--- src/rtl/regwr_pkg.sv ---
// Shared definitions for the register-write arbiter: address map, FSM states
// and the SETUP counter width.
package regwr_pkg;

    localparam int SETUP_W = 3;

    localparam logic [2:0] ADDR_CTRL   = 3'd0;
    localparam logic [2:0] ADDR_CFG0   = 3'd1;
    localparam logic [2:0] ADDR_CFG1   = 3'd2;
    localparam logic [2:0] ADDR_CFG2   = 3'd3;
    localparam logic [2:0] ADDR_WDDIV  = 3'd4;
    localparam logic [2:0] ADDR_WDKICK = 3'd5;

    typedef enum logic [1:0] {
        ST_IDLE,
        ST_SETUP,
        ST_STROBE,
        ST_ACK
    } state_t;

    function automatic logic addr_valid(input logic [2:0] addr);
        return addr <= ADDR_WDKICK;
    endfunction

    // Config registers are frozen while the motor runs; control and kick are not.
    function automatic logic addr_lockable(input logic [2:0] addr);
        return (addr >= ADDR_CFG0) && (addr <= ADDR_WDDIV);
    endfunction

endpackage

--- src/rtl/rr_arb2.sv ---
// Two-input arbiter with a last-grant pointer; grants are only issued while
// the caller is able to take a new transaction.
module rr_arb2 #(
    parameter int FIXED_PRIO = 0
) (
    input  logic clk,
    input  logic reset,
    input  logic take,
    input  logic req_a,
    input  logic req_b,
    output logic gnt_a,
    output logic gnt_b
);

    logic last_b;

    always_comb begin
        gnt_a = 1'b0;
        gnt_b = 1'b0;
        if (take) begin
            if (req_a && req_b) begin
                if ((FIXED_PRIO != 0) || last_b) gnt_a = 1'b1;
                else                             gnt_b = 1'b1;
            end else begin
                gnt_a = req_a;
                gnt_b = req_b;
            end
        end
    end

    always_ff @(posedge clk) begin
        if (reset)      last_b <= 1'b1;
        else if (gnt_a) last_b <= 1'b0;
        else if (gnt_b) last_b <= 1'b1;
    end

endmodule

--- src/rtl/regwr_arbiter.sv ---
// Arbitrates host and sequencer register writes onto one shared data bus with
// per-register load strobes, a setup window and a motor-running lockout.
//
// state     | meaning
// ST_IDLE   | waiting for a request; wrtdata holds the last written value
// ST_SETUP  | wrtdata driven, strobes low, SETUP cycles counted down
// ST_STROBE | one-cycle load strobe (or watchdog kick) for the latched address
// ST_ACK    | one-cycle ack to the winner, err set if the write was rejected
module regwr_arbiter
    import regwr_pkg::*;
#(
    parameter int SETUP      = 1,
    parameter int FIXED_PRIO = 0
) (
    input  logic       clk,
    input  logic       reset,
    input  logic       a_req,
    input  logic [2:0] a_addr,
    input  logic [7:0] a_data,
    output logic       a_ack,
    output logic       a_err,
    input  logic       b_req,
    input  logic [2:0] b_addr,
    input  logic [7:0] b_data,
    output logic       b_ack,
    output logic       b_err,
    input  logic       motorenaint,
    output logic [7:0] wrtdata,
    output logic       ctrlld,
    output logic       cfgld0,
    output logic       cfgld1,
    output logic       cfgld2,
    output logic       wdogdivld,
    output logic       wdreset,
    output logic       busy
);

    state_t             state, state_nxt;
    logic [SETUP_W-1:0] cnt;
    logic [2:0]         addr_q;
    logic               owner_b;
    logic               reject_q;
    logic               reject_now;
    logic               gnt_a, gnt_b;
    logic               strobe;

    rr_arb2 #(.FIXED_PRIO(FIXED_PRIO)) u_arb (
        .clk   (clk),
        .reset (reset),
        .take  (state == ST_IDLE),
        .req_a (a_req),
        .req_b (b_req),
        .gnt_a (gnt_a),
        .gnt_b (gnt_b)
    );

    // Evaluated against motorenaint in the final SETUP cycle only.
    assign reject_now = !addr_valid(addr_q) || (addr_lockable(addr_q) && motorenaint);

    always_ff @(posedge clk) begin
        if (reset) state <= ST_IDLE;
        else       state <= state_nxt;
    end

    always_comb begin
        state_nxt = state;
        case (state)
            ST_IDLE:   if (a_req || b_req) state_nxt = ST_SETUP;
            ST_SETUP:  if (cnt == '0) state_nxt = reject_now ? ST_ACK : ST_STROBE;
            ST_STROBE: state_nxt = ST_ACK;
            ST_ACK:    state_nxt = ST_IDLE;
            default:   state_nxt = ST_IDLE;
        endcase
    end

    always_ff @(posedge clk) begin
        if (reset) begin
            cnt      <= '0;
            addr_q   <= '0;
            wrtdata  <= '0;
            owner_b  <= 1'b0;
            reject_q <= 1'b0;
        end else begin
            if (gnt_a || gnt_b) begin
                addr_q  <= gnt_b ? b_addr : a_addr;
                wrtdata <= gnt_b ? b_data : a_data;
                owner_b <= gnt_b;
                cnt     <= SETUP_W'(SETUP - 1);
            end
            if (state == ST_SETUP) begin
                if (cnt != '0) cnt      <= cnt - 1'b1;
                else           reject_q <= reject_now;
            end
        end
    end

    assign strobe    = (state == ST_STROBE);
    assign ctrlld    = strobe && (addr_q == ADDR_CTRL);
    assign cfgld0    = strobe && (addr_q == ADDR_CFG0);
    assign cfgld1    = strobe && (addr_q == ADDR_CFG1);
    assign cfgld2    = strobe && (addr_q == ADDR_CFG2);
    assign wdogdivld = strobe && (addr_q == ADDR_WDDIV);
    assign wdreset   = strobe && (addr_q == ADDR_WDKICK);

    assign a_ack = (state == ST_ACK) && !owner_b;
    assign b_ack = (state == ST_ACK) && owner_b;
    assign a_err = a_ack && reject_q;
    assign b_err = b_ack && reject_q;
    assign busy  = (state != ST_IDLE);

endmodule
--- config.mk ---
export PLATFORM = sky130hd
export DESIGN_NAME = regwr_arbiter
export DESIGN_NICKNAME = d
export VERILOG_FILES = /design/src/rtl/regwr_pkg.sv /design/src/rtl/rr_arb2.sv /design/src/rtl/regwr_arbiter.sv
export SDC_FILE = /design/constraint.sdc
export NUM_CORES = 1
export LEC_CHECK = 0
export ABC_AREA = 1
export CORE_UTILIZATION = 38
export DETAILED_ROUTE_END_ITERATION = 8
export GPL_ROUTABILITY_DRIVEN = 0
export HOLD_SLACK_MARGIN = 0.08
export PLACE_DENSITY = 0.85
export SLEW_MARGIN = 20
export SYNTH_ARGS = -nofsm -noshare
export SYNTH_HDL_FRONTEND = slang
export SYNTH_SLANG_ARGS = --single-unit
--- constraint.sdc ---
create_clock -name clk -period 1.3 [get_ports clk]
set_input_delay 0.13 -clock clk [delete_from_list [all_inputs] [get_ports clk]]
set_output_delay 0.13 -clock clk [all_outputs]
set_load 0.05 [all_outputs]
Word level (Yosys, flattened, before mapping) --
Cells that the tools add are included. W data, S select, Z words.
Operators by class: $add $sub $neg 1, $lt $le $gt $ge 3, equal/unequal tests 10, multiplexer cells 17, bitwise logic cells 1, reductions and logical operators 26
Operators with widths (count):
- $logic_and A1 B1 Y1 | 13
- $mux W3 | 4
- $mux W1 | 9
- $mux W8 | 1
- $pmux W2 S4 | 1
- $eq A3 B2 Y1 const B | 2
- $eq A3 B3 Y1 const B | 2
- $le A3 B3 Y1 const B | 2
- $logic_not A3 Y1 | 2
- $eq A2 B2 Y1 const B | 2
- $mux W2 | 2
- $ne A2 B2 Y1 const B | 2
- $reduce_and A2 Y1 | 2
- $reduce_bool A2 Y1 | 2
- $eq A3 B1 Y1 const B | 1
- $ge A3 B1 Y1 const B | 1
- $logic_or A1 B1 Y1 | 3
- $reduce_bool A3 Y1 | 1
- $sub A3 B1 Y3 const B | 1
- $eq A2 B1 Y1 const B | 1
- $logic_not A1 Y1 | 2
- $logic_not A2 Y1 | 1
- $not A1 Y1 | 1
Word-level totals: register bits 19, bits of input ports 27, logic and storage cells 65

Longest topological paths before layout --
Gate-level depths: netlist (run 1).
depth after elaboration 7, depth in mapped cells 10, gate-level depth less buffers 9

By module --
From an unflattened synthesis (run 1), not the netlist that was laid out.
Second synthesis, totals: cell total of the unflattened synthesis 173, area, all modules 1113.6 um2
Modules (own cells, without submodules):
- regwr_arbiter | times used 1, cells each 160, area an instance 1042.2 um2, sequential area each 360.3 um2
- rr_arb2 | times used 1, cells each 13, area an instance 71.3 um2, sequential area each 20.0 um2

Worst setup path after synthesis (run 1) --
OpenSTA, ideal clock, no wires.
kind reg-to-output, from register state[0], to output cfgld2, data arrival time 1.709 ns, path slack -0.539 ns, stages on the path, launching flop included 5, path buffers 0, path through dfxtp_1 -> inv_1 -> ha_1 -> nand2_1 -> nor3_1
Between the ends: cells in the longest elaborated chain, start to end 2
Ends and longest elaborated chain:
- start: declaration | RTL line regwr_arbiter.sv:38 | state_t state, state_nxt;
- start signal: assignment | RTL line regwr_arbiter.sv:62 | else state <= state_nxt;
- $eq A2 B2 Y1 | RTL line regwr_arbiter.sv:97 | assign strobe = (state == ST_STROBE);
- $logic_and A1 B1 Y1 | RTL line regwr_arbiter.sv:101 | assign cfgld2 = strobe && (addr_q == ADDR_CFG2);
- end: declaration | RTL line regwr_arbiter.sv:32 | output logic cfgld2,
No other way between the ends.

Final worst setup path (run 1) --
from register state[1], to output cfgld2
The elaborated chain is that of the path after synthesis.

==> flow_metrics.env, run 1 <==
export IMPL_status="complete, but fails checks"
export IMPL_failed_checks="setup timing"
export IMPL_avgViaCountPerCell=5.02
export IMPL_rows=19
export IMPL_cts_tree="yes"
export IMPL_crit_arrival_ns=1.40
export IMPL_wl_per_cell_um=13.8
export IMPL_synth_edf_count=0
export IMPL_ys_seq_area_share_pct=34.4
export IMPL_drt_iter0_drc=22
export IMPL_setup_violations=30
export IMPL_path_clk_slew_ns=0.11
export IMPL_postSynth_asyncResetShare_pct=0
export IMPL_ant_nets=0
export IMPL_worst_slew_pin_transition_ns=0.334
export IMPL_dp_hpwl_um=2190
export IMPL_p_leak_nw=1.06
export IMPL_syn_nets=200
export IMPL_ys_ff_latch=19
export IMPL_wl_um=3640
export IMPL_yosysWarningCount=0
export IMPL_clock_root_buffer="clkbuf_4"
export IMPL_fin_crit_ns=1.53
export IMPL_cts_sinks=19
export IMPL_core_area_um2=2760
export IMPL_syn_area_um2=1100
export IMPL_htreeDepth=1
export IMPL_grt_pass1_vias=1223
export IMPL_firstDrtPassIters=4
export IMPL_rsz0062_at_grt="yes"
export IMPL_dr_wl_met3_um=183
export IMPL_fill_cells=154
export IMPL_hold_buffers=0
export IMPL_avgSynthCellArea_um2=6.66
export IMPL_start_util_pct=40.1
export IMPL_finalHoldViolations=0
export IMPL_grt_overflow=0
export IMPL_die_area_um2=3130
export IMPL_final_layout_size_suffix_gt1_share_pct=47.6
export IMPL_cts_buffer_depth=2
export IMPL_timing_fmax_ghz=0.655
export IMPL_critPathKind="reg2out"
export IMPL_n_antenna_cell=0
export IMPL_layout_setup_ws_ns=-0.228
export IMPL_post_route_period_util_pct=118
export IMPL_peakVddDrop_uv=1780
export IMPL_dp_slack_ns=-0.0624
export IMPL_utilization_pct=81.4
export IMPL_grt_max_degree=13
export IMPL_drv_cap=0
export IMPL_path_max_fanout=3
export IMPL_antenna_found_initial=0
export IMPL_wl_met1_um=1290
export IMPL_met2_length_um=2040
export IMPL_worstSetupEndpointType="output pin"
export IMPL_synthToLayoutAreaGrowth_pct=103
export IMPL_min_path_type="reg2reg"
export IMPL_die_w_um=55.9
export IMPL_syn_instance_count=166
export IMPL_grt_usage_pct=19.9
export IMPL_clock_latency_ns=0.30
export IMPL_die_h_um=55.9
export IMPL_port_buffers=45
export IMPL_cts_made_buffers=3
export IMPL_grt_pass1_wl_um=4950
export IMPL_relSlewSlack_pct=77.7
export IMPL_drc=0
export IMPL_dr_max_layer_used="met4"
export IMPL_worstPathRequired_ns=1.17
export IMPL_vias=1324
export IMPL_cp_start_kind="flip-flop"
export IMPL_final_nets=268
export IMPL_num_io_pins=46
export IMPL_netlist_cell_type_count=18
export IMPL_power_density_nw_per_um2=1780
export IMPL_synth_ff_type="dfxtp_1"
export IMPL_drv_slew=0
export IMPL_finClkSkew_ns=0.00338
-- cells by family after synthesis --
kind of cell	synth area share (%)
AO/OA/AOI/OAI	9.06
XOR/XNOR	0.793
adder cells (fa/ha/maj)	7.93
buffers and inverters	14.5
flip-flops	34.4
AND/OR/NAND/NOR	33.3
-- worst max-delay path, cell delays in order (launching register included) --
cell and delay, ns:
dfxtp_2 0.37, buf_6 0.11, ha_4 0.15, nand2_4 0.09, nor3_4 0.21, buf_12 0.16
-- through the flow --
step	cell area [µm²]	hold WS [ns]	total power [mW]	cells	setup TNS, ns
detailed placement	1870	0.459	2.89	252	-0.464
finish	2250	0.484	3.99	264	-3.34
global route	2250	0.495	4.19	264	-4.99
CTS	1990	0.452	3.37	256	-2.18
global placement	1870	0.448	2.83	252	-0.0421
floorplan	1130	0.199	2.00	166	-1.27
-- sequential cells by signal, indices dropped and copies added (netlist names) --
signal,cells
state,2
addr_q,3
u_arb.last_b,1
wrtdata,8
reject_q,1
owner_b,1
cnt,3
-- cells in the final DEF (no fill, tap or decap), types with 3 or more instances in the layout --
master,n
a21oi_1,6
buf_12,20
buf_4,15
buf_6,6
clkbuf_4,3
clkdlybuf4s50_1,26
dfxtp_1,16
ha_1,3
inv_1,20
inv_2,6
inv_4,3
nand2_1,35
nand2_2,17
nand2_4,7
nand3_1,4
nand3_2,8
nor2_1,3
nor2_2,3
nor2_4,6
nor3_4,3
o211ai_1,3
-- worst paths after layout --
path | from | end | slack (ns) | cells after the start
worst min-delay path | cnt[0] | cnt[0] | 0.48 | 2
worst min register to register | cnt[0] | cnt[0] | 0.48 | 2
worst max register to register | state[1] | state[0] | -0.16 | 7
worst max-delay path | state[1] | cfgld2 | -0.23 | 5
-- cell usage after synthesis, types with 2 or more instances --
cell / n / area share (%)
a21oi_2: 2 / 1.6
nand3_1: 12 / 5.4
buf_6: 3 / 3.1
a21oi_1: 7 / 3.2
o211ai_1: 3 / 2.0
dfxtp_1: 19 / 34
inv_1: 29 / 9.9
nand2_2: 4 / 2.3
ha_1: 7 / 7.9
nor2_1: 12 / 4.1
o21ai_0: 5 / 2.3
nor3_1: 3 / 1.4
nand2_1: 55 / 19
-- timing repair --
action                                  in CTS  in global routing
pin swaps                                    2                 20
setup buffers                                0                  7
gates resized for setup                     29                 59
endpoints found under the hold margin        0                  0
endpoints found under the setup margin      27                 30
gates cloned                                 0                  1
-- power by group --
| part | leakage, nW | internal [mW] | switching (mW) |
|---|---|---|---|
| sequential | 0.157 | 0.739 | 0.176 |
| clock | 0.0150 | 0.119 | 0.190 |
| combinational | 0.887 | 1.27 | 1.50 |
-- layout make-up --
type                       count  area [µm²]  share of cell area, %
sequential                    19         387                   17.2
multi-input combinational    113         828                   36.9
inverter                      30         125                   5.57
tap                           31        38.8                   1.73
timing repair buffer          67         841                   37.4
clock buffer                   4        26.3                   1.17
-- routing by layer --
| metal | vias up | global-route usage [%] |
|---|---|---|
| met3 | 14 | 2.79 |
| met2 | 51 | 38.0 |
| li1 | 643 | - |
| met1 | 616 | 21.5 |
| met4 | 0 | 9.06 |
| met5 | - | 0 |
No activity file was read; power rests on OpenSTA's default activity.
==> inputs of run 2 (changes only) <==
--- a/config.mk
+++ b/config.mk
@@ -6,11 +6,12 @@
 export NUM_CORES = 1
 export LEC_CHECK = 0
 export ABC_AREA = 1
-export CORE_UTILIZATION = 38
+export CAP_MARGIN = 20
+export CORE_UTILIZATION = 45
 export DETAILED_ROUTE_END_ITERATION = 8
 export GPL_ROUTABILITY_DRIVEN = 0
 export HOLD_SLACK_MARGIN = 0.08
-export PLACE_DENSITY = 0.85
+export PLACE_DENSITY = 0.94
 export SLEW_MARGIN = 20
 export SYNTH_ARGS = -nofsm -noshare
 export SYNTH_HDL_FRONTEND = slang
==> constraint.sdc (replaced) <==
create_clock -name clk -period 1.9 [get_ports clk]
set_input_delay 0.19 -clock clk [delete_from_list [all_inputs] [get_ports clk]]
set_output_delay 0.19 -clock clk [all_outputs]
set_load 0.05 [all_outputs]
==> run 2 against run 1 <==
The flow now finishes without violations. Clock skew decreased by 0.0027 ns. Largest power group unchanged. Clock power decreased by 34%. Sequential share of layout area increased by 5.6 points. Critical path depth unchanged. Critical endpoint is now cfgld1. Via count decreased by 10%. Core utilization decreased by 7.6 points. Setup slack improved by 0.42 ns. Final cell count decreased by 8.3%.
==> flow_metrics.env, run 2 (synthesized netlist as in run 1, its figures left out) <==
export IMPL_worstPathRequired_ns=1.71
export IMPL_htreeDepth=1
export IMPL_path_max_fanout=5
export IMPL_fin_area_um2=1660
export IMPL_start_util_pct=49.0
export IMPL_grt_pass1_vias=1110
export IMPL_finClkSkew_ns=0.000669
export IMPL_crit_arrival_ns=1.52
export IMPL_peakVddDrop_uv=697
export IMPL_grt_usage_pct=21.6
export IMPL_cts_tree="yes"
export IMPL_drv_slew=0
export IMPL_largest_reg_flops=8
export IMPL_critical_path_top_delay_family="simple AND/OR/NAND/NOR gates"
export IMPL_cts_resized=0
export IMPL_n_antenna_cell=0
export IMPL_setup_violations=0
export IMPL_worst_slew_pin_transition_ns=0.506
export IMPL_grt_max_degree=16
export IMPL_clock_root_buffer="clkbuf_4"
export IMPL_firstDrtPassIters=4
export IMPL_regMostFlops="wrtdata"
export IMPL_cts_sinks=19
export IMPL_power_density_nw_per_um2=1160
export IMPL_layout_setup_ws_ns=0.188
export IMPL_final_nets=249
export IMPL_multi_input_comb_area_um2=564
export IMPL_cts_buffer_depth=2
export IMPL_path_clk_slew_ns=0.10
export IMPL_power_mw=1.93
export IMPL_ant_nets=0
export IMPL_min_path_type="reg2reg"
export IMPL_fin_tns_setup_ns=0
export IMPL_dp_hpwl_um=2080
export IMPL_dp_slack_ns=0.355
export IMPL_drv_cap=0
export IMPL_post_route_period_util_pct=90.1
export IMPL_avgViaCountPerCell=4.91
export IMPL_cp_cell_sequence="inv_1, ha_1, nand2_1, nor3_1, buf_12"
export IMPL_die_w_um=51.6
export IMPL_top_regs="wrtdata: 8 flops, addr_q: 3 flops, cnt: 3 flops"
export IMPL_cp_slowest_cell="dfxtp_1"
export IMPL_relSlewSlack_pct=66.1
export IMPL_final_layout_size_suffix_gt1_share_pct=12.1
export IMPL_cts_setup_buffers=0
export IMPL_antenna_found_initial=0
export IMPL_register_area_um2=380
export IMPL_slowest_delay_ns=0.36
export IMPL_die_area_um2=2660
export IMPL_rsz0062_at_grt="no"
export IMPL_synthToLayoutAreaGrowth_pct=50.6
export IMPL_vias=1188
export IMPL_worstSetupEndpointType="output pin"
export IMPL_grt_overflow=0
export IMPL_cp_start_kind="flip-flop"
export IMPL_finalHoldViolations=0
export IMPL_fin_crit_ns=1.71
export IMPL_core_area_um2=2250
export IMPL_grt_pass1_wl_um=4370
export IMPL_cts_made_buffers=3
export IMPL_num_io_pins=46
export IMPL_post_dp_cell_area_um2=1640
export IMPL_wl_um=2650
export IMPL_critPathKind="reg2out"
export IMPL_rows=17
export IMPL_layout_commonest_cell="nand2_1"
export IMPL_utilization_pct=73.8
export IMPL_hold_buffers=0
export IMPL_clock_latency_ns=0.30
export IMPL_fill_cells=181
export IMPL_crit_buf_inv=2
export IMPL_status="completed"
export IMPL_drc=0
export IMPL_die_h_um=51.6
export IMPL_p_leak_nw=0.804
export IMPL_wl_per_cell_um=11.0
export IMPL_drt_iter0_drc=31
export IMPL_port_buffers=45
export IMPL_mostFrequentLayoutCells="nand2_1, clkdlybuf4s50_1, inv_1, dfxtp_1"
export IMPL_timing_fmax_ghz=0.584
run 2: cell count changes in the layout (fill, tap and decap cells not counted), moves of 9 or more:
cell / delta
buf_12: -12
nand2_1: +20
nor2_1: +9
inv_1: +9
nand2_2: -13
buf_4: -9
run 2: worst reg2reg max path, delay by kind of cell, from the launching register on:
kind          cells  cell delay, ns
fa+ha+maj         1            0.28
simple gates      5            0.46
flops             1            0.41
buf+inv           3            0.38
run 2: worst paths after layout:
check,from,slack (ns),end,cells past startpoint
worst min register to register,cnt[0],0.47,cnt[0],2
worst max-delay path,state[0],0.19,cfgld1,5
worst max register to register,state[0],0.33,wrtdata[5],9
worst min-delay path,cnt[0],0.47,cnt[0],2
run 2: power breakdown:
group / internal, mW / leakage [nW] / switching [mW]
logic: 0.439 / 0.633 / 0.717
registers: 0.498 / 0.156 / 0.0682
clock network: 0.0820 / 0.0150 / 0.124
run 2: per-layer routing:
metal / up-vias / global-route usage [%] / part of all wire (%)
li1: 606 / - / -
met1: 549 / 24.8 / 44
met2: 31 / 40.9 / 51
met3: 2 / 4.39 / 4.6
met4: 0 / 3.60 / 0.49
met5: - / 0 / 0
run 2: per-stage QoR:
stage | hold slack, ns | cells
2_1_floorplan | 0.259 | 166
3_3_place_gp | 0.452 | 238
3_5_place_dp | 0.462 | 238
4_1_cts | 0.477 | 242
5_1_grt | 0.487 | 242
6_report | 0.473 | 242
run 2: final cells by class:
type / instances / area share (%)
well taps: 28 / 2.11
inverters: 30 / 6.77
repair buffers: 48 / 32.8
clock buffers: 4 / 1.58
flip-flops and latches: 19 / 22.9
multi-input cells: 113 / 33.9
==> inputs of run 3 (changes only) <==
--- a/config.mk
+++ b/config.mk
@@ -8,6 +8,7 @@
 export ABC_AREA = 1
 export CAP_MARGIN = 20
 export CORE_UTILIZATION = 45
+export CTS_CLUSTER_DIAMETER = 150
 export DETAILED_ROUTE_END_ITERATION = 8
 export GPL_ROUTABILITY_DRIVEN = 0
 export HOLD_SLACK_MARGIN = 0.08
==> constraint.sdc (replaced) <==
create_clock -name clk -period 2.2 [get_ports clk]
set_input_delay 0.22 -clock clk [delete_from_list [all_inputs] [get_ports clk]]
set_output_delay 0.22 -clock clk [all_outputs]
set_load 0.05 [all_outputs]
==> run 3 against run 2 <==
Cell area decreased by 4.1%. Clock power decreased by 8%. Non-clock buffer count decreased by 1. Count of clock-buffer cells in the layout decreased by 1. Die area unchanged. Critical path type unchanged. Sequential power decreased by 13%. Combinational power decreased by 22%. Register-to-register slack improved by 0.22 ns. Via count decreased by 5.1%. Largest cell class unchanged.
==> flow_metrics.env, run 3 (synthesized netlist as in run 1, its figures left out) <==
export IMPL_status="completed"
export IMPL_rsz0062_at_grt="no"
export IMPL_wl_um=2650
export IMPL_setup_violations=0
export IMPL_fill_cells=196
export IMPL_regMostFlops="wrtdata"
export IMPL_grt_pass1_vias=925
export IMPL_layout_commonest_cell="nand2_1"
export IMPL_fin_area_um2=1600
export IMPL_port_buffers=45
export IMPL_grt_pass1_wl_um=4080
export IMPL_cts_setup_buffers=0
export IMPL_die_w_um=51.6
export IMPL_cts_made_buffers=3
export IMPL_register_area_um2=380
export IMPL_num_io_pins=46
export IMPL_hold_buffers=0
export IMPL_grt_max_degree=16
export IMPL_post_dp_cell_area_um2=1550
export IMPL_p_leak_nw=0.885
export IMPL_ant_nets=0
export IMPL_mostFrequentLayoutCells="nand2_1, clkdlybuf4s50_1, inv_1, dfxtp_1"
export IMPL_die_area_um2=2660
export IMPL_worst_slew_pin_transition_ns=0.568
export IMPL_vias=1127
export IMPL_largest_reg_flops=8
export IMPL_dr_wl_met3_um=123
export IMPL_rows=17
export IMPL_dr_max_layer_used="met4"
export IMPL_fin_crit_ns=2.10
export IMPL_power_density_nw_per_um2=995
export IMPL_drv_cap=0
export IMPL_path_clk_slew_ns=0.11
export IMPL_firstDrtPassIters=4
export IMPL_multi_input_comb_area_um2=564
export IMPL_dp_hpwl_um=1970
export IMPL_cts_sinks=19
export IMPL_critPathKind="reg2out"
export IMPL_grt_overflow=0
export IMPL_peakVddDrop_uv=568
export IMPL_stdcell_count=241
export IMPL_synthToLayoutAreaGrowth_pct=44.5
export IMPL_wl_met1_um=1170
export IMPL_final_nets=248
export IMPL_cts_tree="yes"
export IMPL_core_area_um2=2250
export IMPL_finalHoldViolations=0
export IMPL_drc=0
export IMPL_htreeDepth=1
export IMPL_cp_cell_sequence="ha_1, nand2_1, inv_1, clkdlybuf4s50_1"
export IMPL_clock_root_buffer="clkbuf_4"
export IMPL_min_path_type="reg2reg"
export IMPL_relSlewSlack_pct=62.1
export IMPL_top_regs="wrtdata: 8 flops, addr_q: 3 flops, cnt: 3 flops"
export IMPL_post_route_period_util_pct=95.6
export IMPL_worstSetupEndpointType="output pin"
export IMPL_antenna_found_initial=0
export IMPL_cts_buffer_depth=2
export IMPL_fin_tns_setup_ns=0
export IMPL_cp_slowest_cell="clkdlybuf4s50_1"
export IMPL_clock_latency_ns=0.31
export IMPL_grt_usage_pct=20.7
export IMPL_dpl_cell_count=237
export IMPL_slowest_delay_ns=0.80
export IMPL_drt_iter0_drc=27
export IMPL_n_antenna_cell=0
export IMPL_start_util_pct=49.0
export IMPL_timing_fmax_ghz=0.475
export IMPL_worstPathRequired_ns=1.98
export IMPL_met2_length_um=1320
export IMPL_finClkSkew_ns=0.00505
export IMPL_die_h_um=51.6
export IMPL_final_layout_size_suffix_gt1_share_pct=7.98
export IMPL_wl_per_cell_um=11.0
export IMPL_drv_slew=0
export IMPL_cp_start_kind="flip-flop"
export IMPL_path_max_fanout=5
export IMPL_avgViaCountPerCell=4.68
export IMPL_crit_arrival_ns=1.88
[run 3: cell count changes in the layout (fill, tap and decap cells not counted), sizes merged]
cell           previous run  this run
dlygate4sd2               0         1
buf                      14         4
clkdlybuf4s50            34        35
clkinv                    0         1
dlymetal6s2s              0         7
clkbuf                    4         3
[run 3: area by class of cell]
cell class              instances  share of cell area [%]
inverters                      30                    7.05
multi-input cells             113                    35.3
clock inverters                 1                   0.313
flip-flops and latches         19                    23.8
well taps                      28                    2.19
clock buffers                   3                    1.41
repair buffers                 47                    29.9
[run 3: final timing paths]
kind	slack (ns)	cells past startpoint	end	from
setup reg to reg	0.55	8	addr_q[1]	state[1]
hold reg to reg	0.47	2	cnt[0]	cnt[0]
hold / removal	0.47	2	cnt[0]	cnt[0]
setup / recovery	0.1	4	b_ack	state[0]
[run 3: what timing repair did]
item | in CTS | in global routing
resized for setup | 1 | 7
endpoints found under the setup margin | 1 | 7
pin swaps | 0 | 0
[run 3: through the flow]
step	total power, mW	util, %	setup WS [ns]	hold WS, ns
final	1.59	70.8	0.0969	0.472
after global routing	1.72	70.8	0.0282	0.501
after CTS	1.59	70.0	0.00397	0.473
after detailed placement	1.41	68.9	0.345	0.458
after global placement	1.39	68.9	0.393	0.451
after floorplan	1.17	-	0.271	0.289
[run 3: power by group]
part	leakage, nW	internal, mW	switching [mW]
combinational	0.712	0.316	0.593
sequential	0.156	0.430	0.0615
clock	0.0177	0.0680	0.121
[run 3: critical path: cells and delay by family, from the launching register on]
family	cells	cell delay, ns
buffers and inverters	2	0.85
DFF	1	0.43
and+or+nand+nor	1	0.08
adders and majority gates	1	0.22
[run 3: per-layer routing]
metal  track usage, %  up-vias
li1                 -      601
met1             24.8      498
met2             37.0       23
met3             3.22        5
met4             7.66        0
met5                0        -
==> RTL change, RTL diff (flow settings as in run 1) <==
Encoding of `state_t`: now one-hot (4 bits for 4 states).
--- a/src/rtl/regwr_pkg.sv
+++ b/src/rtl/regwr_pkg.sv
@@ -11,11 +11,11 @@
     localparam logic [2:0] ADDR_WDDIV  = 3'd4;
     localparam logic [2:0] ADDR_WDKICK = 3'd5;
 
-    typedef enum logic [1:0] {
-        ST_IDLE,
-        ST_SETUP,
-        ST_STROBE,
-        ST_ACK
+    typedef enum logic [3:0] {
+        ST_IDLE   = 4'b0001,
+        ST_SETUP  = 4'b0010,
+        ST_STROBE = 4'b0100,
+        ST_ACK    = 4'b1000
     } state_t;
 
     function automatic logic addr_valid(input logic [2:0] addr);
Check against the original RTL: same outputs for any inputs over 10 cycles, from zero or initial values and one cycle with reset high; not proved beyond that.
==> RTL change against run 1 <==
The flow still finishes with violations (setup timing); register-to-register slack better by 0.04 ns; final cell count is 13% higher; maximum frequency is 4.4% lower; critical endpoint is now cfgld1; count of clock-buffer cells in the layout stayed put; final area is 1.1% higher; sequential share of layout area is 1.5 points higher; synthesized area is 11% higher; core utilization is 7.1 points lower; sequential cell count is 2 higher; worst setup slack worse by 0.070 ns; highest routed layer unchanged; routed wire length is 0.49% higher.
Power is not compared: it rests on default switching activity, and its combinational part moved more than twofold at a synthesized area within 25%.
==> RTL change: results <==
metrics = {
    "detailed_routing": {
        "met3_length_um": 217,
        "first_pass_iters": 6,
        "wl_per_cell_um": 12.31,
        "vias_per_cell": 4.869,
        "drt_iter0_drc": 34,
    },
    "placement": {
        "place_area_um2": 2018,
        "place_inst": 287,
    },
    "min_path": {
        "hp-class": "input pin to register",
    },
    "synth": {
        "ys_top_cells_by_area": "dfxtp_1 34%, nand2_1 15%, nand3_1 12%, inv_1 10%, nor2_1 5.2%",
        "synthCells": 192,
        "syn_nets": 221,
        "synth-xor-area-share_pct": 0.7114,
        "yosys-top-cells-count": "48 x nand2_1, 34 x inv_1, 29 x nand3_1",
        "yosysUniqueCellTypes": 21,
    },
    "timing": {
        "finClkSkew_ns": 0.002379,
        "setup_violations": 25,
        "timing.final.ws_setup_ns": -0.2981,
        "worst_pin_slew_ns": 0.3156,
    },
    "global_routing": {
        "use_met3_pct": 5.714,
        "first_global_vias": 1386,
        "grt_max_degree": 14,
        "use_met1_pct": 22.28,
        "globalRouteTotalUtil_pct": 22.04,
    },
    "outcome": {
        "status": "finished with violations",
        "violations": "setup timing",
    },
    "clock_network": {
        "cts_setup_buffers": 6,
        "clock_latency_ns": 0.32,
    },
    "setup_path": {
        "critPathMaxFanout": 4,
        "max_stage_delay_ns": 0.35,
    },
    "cells_and_area": {
        "drive_gt1_share_pct": 36.36,
        "n_all_buffers": 64,
        "seq_area_share_pct": 18.73,
        "bufAreaShareNonClock_pct": 36.03,
        "num-fill-cells": 224,
    },
}
RTL change: worst paths after layout:
path                                start  slack (ns)  depth (start not counted)    endpoint
worst max-delay path             state[0]       -0.30                          6      cfgld1
worst min-delay path            a_data[1]        0.43                          5  wrtdata[1]
worst max register to register   state[0]       -0.12                         10      cnt[0]
worst min register to register     cnt[1]        0.50                          2      cnt[1]
RTL change: cell families (layout without fill, tap and decap cells):
kind of cell	after synthesis	after routing
AND/OR/NAND/NOR	107	107
buffers and inverters	45	106
flip-flops	21	21
AO/OA/AOI/OAI	16	16
adder cells (fa/ha/maj)	2	2
XOR/XNOR	1	1
RTL change: power by group through the flow:
stage	sequential, µW	clock, µW	combinational [µW]
3_5_place_dp	794	0	931
5_1_grt	796	359	1170
4_1_cts	784	337	1020
3_3_place_gp	790	0	910
6_report	788	340	1100
2_1_floorplan	907	0	417
